--- src/rtl/thread_sched_pkg.sv ---
// rtl/thread_sched_pkg.sv - shared thread scheduler types, sizes and next-state rule
package thread_sched_pkg;

    localparam int NTHREADS = 4;
    localparam int TID_W    = $clog2(NTHREADS);

    typedef logic [TID_W-1:0] thread_id_t;

    typedef enum logic [1:0] {
        TS_IDLE = 2'b00,
        TS_RUN  = 2'b01,
        TS_WAIT = 2'b10,
        TS_HALT = 2'b11
    } thread_state_t;

    // Event priority: halt, then ack, then req, then start; anything else holds.
    function automatic thread_state_t next_state(
        input thread_state_t cur,
        input logic          halt,
        input logic          ack,
        input logic          req,
        input logic          start
    );
        thread_state_t ns;
        ns = cur;
        if (halt)
            ns = TS_HALT;
        else if (cur == TS_WAIT && ack)
            ns = TS_RUN;
        else if (cur == TS_RUN && req)
            ns = TS_WAIT;
        else if ((cur == TS_IDLE || cur == TS_HALT) && start)
            ns = TS_RUN;
        return ns;
    endfunction

endpackage

--- src/rtl/thread_sched_rr_arbiter.sv ---
// rtl/thread_sched_rr_arbiter.sv - N-wide rotating-priority arbiter, search starts after i_ptr
module rr_arbiter #(
    parameter int N = 4,
    localparam int W = $clog2(N)
) (
    input  logic [N-1:0] i_req,
    input  logic [W-1:0] i_ptr,
    output logic         o_gnt_valid,
    output logic [W-1:0] o_gnt
);

    logic [W-1:0] w_idx;

    // N is a power of two, so W-bit addition wraps the scan naturally.
    always_comb begin
        o_gnt_valid = 1'b0;
        o_gnt       = i_ptr;
        w_idx       = i_ptr;
        for (int i = 1; i <= N; i++) begin
            w_idx = i_ptr + W'(i);
            if (!o_gnt_valid && i_req[w_idx]) begin
                o_gnt_valid = 1'b1;
                o_gnt       = w_idx;
            end
        end
    end

endmodule

--- src/rtl/thread_sched.sv ---
// rtl/thread_sched.sv - barrel-core thread scheduler; optional issue counters under SCHED_PERF_EN
module thread_sched
    import thread_sched_pkg::*;
#(
    parameter int NTHREADS = thread_sched_pkg::NTHREADS,
    parameter int MIN_GAP  = 4,
    localparam int TW      = $clog2(NTHREADS)
) (
    input  logic                  clk,
    input  logic                  rst,
    input  logic [NTHREADS-1:0]   thread_start_i,
    input  logic [NTHREADS-1:0]   thread_halt_i,
    input  logic                  illegal_inst_i,
    input  logic [TW-1:0]         illegal_tid_i,
    input  logic                  mem_req_i,
    input  logic [TW-1:0]         mem_req_tid_i,
    input  logic                  mem_ack_i,
    input  logic [TW-1:0]         mem_ack_tid_i,
`ifdef SCHED_PERF_EN
    input  logic [TW-1:0]         perf_sel_i,
    output logic [31:0]           perf_cnt_o,
`endif
    output logic                  issue_valid_o,
    output logic [TW-1:0]         issue_tid_o,
    output logic [2*NTHREADS-1:0] thread_state_o,
    output logic                  all_idle_o
);

    localparam int CW = (MIN_GAP > 1) ? $clog2(MIN_GAP) : 1;

    thread_state_t       r_state   [NTHREADS];
    thread_state_t       w_state_d [NTHREADS];
    logic [CW-1:0]       r_cool    [NTHREADS];
    logic [NTHREADS-1:0] w_halt;
    logic [NTHREADS-1:0] w_elig;
    logic [TW-1:0]       r_rr_ptr;
    logic                r_issue_valid;
    logic [TW-1:0]       r_issue_tid;
    logic                w_gnt_valid;
    logic [TW-1:0]       w_gnt;

    always_comb begin
        w_halt = '0;
        w_elig = '0;
        for (int t = 0; t < NTHREADS; t++) begin
            w_halt[t]    = thread_halt_i[t] | (illegal_inst_i && illegal_tid_i == TW'(t));
            w_state_d[t] = next_state(r_state[t], w_halt[t],
                                      mem_ack_i && mem_ack_tid_i == TW'(t),
                                      mem_req_i && mem_req_tid_i == TW'(t),
                                      thread_start_i[t]);
            // Post-event state gates issue: a thread requesting memory this cycle is not picked.
            w_elig[t]    = (w_state_d[t] == TS_RUN) && (r_cool[t] == '0);
        end
    end

    rr_arbiter #(.N(NTHREADS)) u_arb (
        .i_req       (w_elig),
        .i_ptr       (r_rr_ptr),
        .o_gnt_valid (w_gnt_valid),
        .o_gnt       (w_gnt)
    );

    always_ff @(posedge clk) begin
        if (!rst) begin
            for (int t = 0; t < NTHREADS; t++) begin
                r_state[t] <= (t == 0) ? TS_RUN : TS_IDLE;
                r_cool[t]  <= '0;
            end
            r_rr_ptr      <= TW'(NTHREADS - 1);
            r_issue_valid <= 1'b0;
            r_issue_tid   <= '0;
        end else begin
            for (int t = 0; t < NTHREADS; t++) begin
                r_state[t] <= w_state_d[t];
                if (w_state_d[t] == TS_HALT && r_state[t] != TS_HALT)
                    r_cool[t] <= '0;
                else if (w_gnt_valid && w_gnt == TW'(t))
                    r_cool[t] <= CW'(MIN_GAP - 1);
                else if (r_cool[t] != '0)
                    r_cool[t] <= r_cool[t] - 1'b1;
            end
            r_issue_valid <= w_gnt_valid;
            if (w_gnt_valid) begin
                r_issue_tid <= w_gnt;
                r_rr_ptr    <= w_gnt;
            end
        end
    end

`ifdef SCHED_PERF_EN
    logic [31:0] r_perf [NTHREADS];
    logic [31:0] r_perf_out;

    always_ff @(posedge clk) begin
        if (!rst) begin
            for (int t = 0; t < NTHREADS; t++)
                r_perf[t] <= '0;
            r_perf_out <= '0;
        end else begin
            if (w_gnt_valid)
                r_perf[w_gnt] <= r_perf[w_gnt] + 32'd1;
            r_perf_out <= r_perf[perf_sel_i];
        end
    end

    assign perf_cnt_o = r_perf_out;
`endif

    always_comb begin
        all_idle_o = 1'b1;
        for (int t = 0; t < NTHREADS; t++) begin
            thread_state_o[2*t +: 2] = r_state[t];
            if (r_state[t] == TS_RUN || r_state[t] == TS_WAIT)
                all_idle_o = 1'b0;
        end
    end

    assign issue_valid_o = r_issue_valid;
    assign issue_tid_o   = r_issue_tid;

endmodule

--- config.mk ---
export PLATFORM = sky130hd
export DESIGN_NAME = thread_sched
export DESIGN_NICKNAME = d
export VERILOG_FILES = /design/src/rtl/thread_sched_pkg.sv /design/src/rtl/thread_sched_rr_arbiter.sv /design/src/rtl/thread_sched.sv
export SDC_FILE = /design/constraint.sdc
export NUM_CORES = 1
export LEC_CHECK = 0
export ABC_AREA = 1
export BUFFER_PORTS_ARGS = -buffer_cell sky130_fd_sc_hd__buf_2
export CAP_MARGIN = 20
export CORE_ASPECT_RATIO = 1.75
export CORE_MARGIN = 3
export CORE_UTILIZATION = 30
export CTS_BUF_LIST = sky130_fd_sc_hd__clkbuf_16
export CTS_CLUSTER_SIZE = 12
export DETAILED_ROUTE_END_ITERATION = 8
export GPL_TIMING_DRIVEN = 0
export PLACE_DENSITY_LB_ADDON = 0.2
export SLEW_MARGIN = 10
export SYNTH_ARGS = -nofsm -noshare
export SYNTH_HDL_FRONTEND = slang
export SYNTH_HIERARCHICAL = 1
export SYNTH_SLANG_ARGS = --single-unit
--- constraint.sdc ---
create_clock -name clk -period 3.2 [get_ports clk]
set_input_delay 0.96 -clock clk [delete_from_list [all_inputs] [get_ports clk]]
set_output_delay 0.96 -clock clk [all_outputs]
set_load 0.02 [all_outputs]
==> results by group <==
Power
  • Pwr per Cell Area: 736 mW/mm2
  • Maximum vdd ir drop: between 200 and 300 uV
  • Pwr Total: 1.61 mW
  • Leakage power: 1.19 nW

Yosys
  • Largest area contributor in the netlist: nand2_1
  • Yosys warns: 6
  • Simple-Gate Fraction of Synth Area: 41.7%
  • Post-synthesis xor/xnor area fraction: less than 1%
  • Synthesized flop and latch total: 21
  • Seq/Total Area, Yosys: approximately 28%
  • Synth Instances: 257
  • Yosys cell types: 30
  • Cell Area, Synth: 0.00177 mm2
  • Complex-gate fraction of the synthesized area: 5.45%
  • Largest family of logic cells by synthesized area: simple AND/OR/NAND/NOR gates
  • Mux share of post-synthesis cell area: 0%
  • Syn Nets: between 200 and 300
  • Area share of the largest cell type after synthesis: between 15 and 20%
  • Largest cells by area after synthesis: nand2_1 (16%), dfxtp_1 (15%), edfxtp_1 (14%), ha_1 (11%), inv_1 (9.8%)
  • Syn avg cell area: 6.88 um2
  • Post-synthesis adder-cell area fraction: between 10% and 20%

Timing
  • Period minus WS final: 3.00 ns
  • Worst Skew: 0.00390 ns
  • Max Transition Viols Final: 0
  • Relative slew slack: 82.1%
  • Final setup viols: 0
  • Measured slew at the worst slew-check pin: 0.268 ns
  • Final Hold Vio Count: 0
  • RSZ-0062 raised after global routing: false
  • F_max: 0.333 GHz
  • Final period util: 93.8%

Finish
  • Fill count: 645
  • Synthesis-to-finish area growth: 23.4%
  • Cell area after layout: 0.00218 mm2
  • Nets: 331
  • Antenna cells: 0
  • Fraction of layout cells with a size suffix above 1: 29.2%

Run status
  • Status: complete, no violations

Worst setup path
  • Signal arrival time at the worst endpoint: 2.95 ns
  • Critical R2R Launch: r_state[2][0]
  • Max FO, Critical Path: 4
  • CP Launch Type: input port
  • Worst path cell trace: buf_2, inv_1, nand2_1, o21bai_1, inv_1, nand2_2, inv_2, nand2_1, nor2_4, nand2_1, nand2_2, nand2_2, nand2_4, a21oi_2, nand4_1, nand2_4, nor2_4, or2_1, o2111ai_2
  • Critical Path Max Stage Delay: roughly 0.25 ns
  • Critical Path End Type: flop
  • CP startpoint: illegal_tid_i[0]
  • Crit Path Class: in -> reg
  • CP max-delay cell: or2_1
  • WP data required: around 3.1 ns

Routing
  • DRT Wirelength: 4320 um
  • DRC: 0
  • Vias per cell: 4.57
  • DR vias: about 1700
  • WL per Instance: about 12 um
  • Pre-antenna DRT Iters: 4
  • DR iter-0 viols: 52
  • ANT nets after route: 0

Global route
  • Initial antenna violation count: 0
  • Total track usage: 13.7%
  • Largest net degree at the start of global routing: 13
  • First-pass GRT wire length: 7420 um
  • Vias in the first global route: 1746
  • Grt total ovfl: 0

Floorplan
  • Core area: 0.00563 mm2
  • I/O pins: 31
  • Die height: 108 um
  • Die extent in x: 64.0 um
  • Initial core utilization: 31.4%
  • Full die area: 0.00689 mm2
  • Num rows: 36

Clocking
  • CTS tree: done
  • Root Buffer: clkbuf_16
  • CTS Buf Count: 3
  • Hold_buf cts: 0
  • CTS Buffer Depth: 2
  • H-tree depth: 1
  • Clk_lat worst skew: 0.25 ns
  • Sink Count: 21
  • Clk pin slew, worst setup/hold paths: 0.06 ns

Placement
  • Detailed placement HPWL: approximately 3600 um
  • IO buf count: 30
  • RD Place Congestion: 0.773
  • Area after DPL: 0.00201 mm2

Min path
  • Hold/Removal Path Class: reg -> reg
  • Min-delay src: issue_tid_o[0]

Job
  • Maxcap violations: 0
==> worst max-delay path: cells and delay by family <==
kind / cells / cell delay (ns)
AOI/OAI and AO/OA: 3 / 0.41
buffers and inverters: 4 / 0.28
and+or+nand+nor: 12 / 1.27
==> layer usage <==
metal	routed length, um	part of all wire (%)	GRT usage (%)
met1	1580	37	13.6
met2	2560	59	27.5
met3	113	2.6	1.15
met4	54	1.3	5.87
met5	0	0	0
==> stage by stage <==
step | hold WS [ns] | cells | setup TNS [ns] | worst slack [ns] | utilization [%]
6_report | 0.467 | 371 | 0 | 0.198 | 38.7
3_5_place_dp | 0.468 | 363 | -2.21 | -0.221 | 35.8
4_1_cts | 0.477 | 367 | 0 | 0.0358 | 37.2
2_1_floorplan | 0.451 | 257 | 0 | 0.297 | -
3_3_place_gp | 0.464 | 363 | -2.12 | -0.236 | 35.8
5_1_grt | 0.511 | 371 | 0 | 0.0119 | 38.7
==> state kept, by name, indices dropped and copies added, names as in the netlist <==
register / count
r_cool: 8
r_state: 8
issue_tid_o: 2
r_rr_ptr: 2
issue_valid_o: 1
==> cell usage after synthesis, drive strengths merged <==
cell type / number
nor3: 3
nor2: 16
xor2: 1
a21oi: 7
o2111ai: 1
inv: 51
or2: 1
nand2: 88
dfxtp: 13
nand3: 27
ha: 16
a31oi: 2
edfxtp: 8
o21bai: 1
nand4: 10
o21ai: 5
clkinv: 1
buf: 3
nand3b: 3
==> final timing paths <==
path | end | slack [ns] | cells after the start
worst min register to register | issue_tid_o[0] | 0.47 | 2
worst min-delay path | issue_tid_o[0] | 0.47 | 2
worst max register to register | r_cool[3][0] | 0.29 | 18
worst max-delay path | r_cool[3][0] | 0.20 | 19
==> power breakdown <==
group	total (mW)	leakage, nW	switching (mW)	internal, mW
logic	0.932	0.949	0.585	0.347
clock network	0.267	0.0409	0.0993	0.168
registers	0.406	0.200	0.0380	0.368
==> cells in the final DEF, fill, tap and decap left out <==
cell / count
nand2_1: 71
nand2_4: 2
clkbuf_16: 3
inv_2: 7
nand2_2: 15
inv_1: 43
clkinv_1: 1
nor3_1: 2
nor3_4: 1
nand4_1: 10
nand3_2: 9
inv_4: 1
o21ai_2: 1
a21oi_1: 6
or2_1: 1
nor2_4: 2
xor2_1: 1
buf_6: 2
nand3b_1: 1
a21oi_2: 1
nor2_1: 11
o21ai_0: 3
ha_1: 16
clkinv_2: 1
o21bai_1: 1
nor2_2: 3
o21ai_1: 1
buf_4: 4
buf_2: 31
nand3_1: 18
nand3b_4: 2
o2111ai_2: 1
dfxtp_1: 13
edfxtp_1: 8
a31oi_1: 2
==> cell families after synthesis <==
logic type / count (synthesis)
buffers and inverters: 55
xor gates and xnor gates: 1
DFF: 21
and+or+nand+nor: 148
adders and majority gates: 16
AOI/OAI and AO/OA: 16
==> area by class of cell <==
class	instances	area (um2)	share of cell area (%)
Clock buffer	3	75.1	3.44
Clock inverter	1	5.00	0.229
Multi-Input combinational cell	181	1100	50.4
Sequential cell	21	500	22.9
Inverter	52	198	9.06
Buffer	3	27.5	1.26
Timing Repair Buffer	34	180	8.26
Tap cell	76	95.1	4.36
==> what timing repair did <==
| action | CTS | global route |
|---|---|---|
| endpoints found under the setup margin | 0 | 16 |
| setup buffers | 0 | 4 |
| resized for setup | 0 | 19 |
Power figures use the tool's default switching activity.
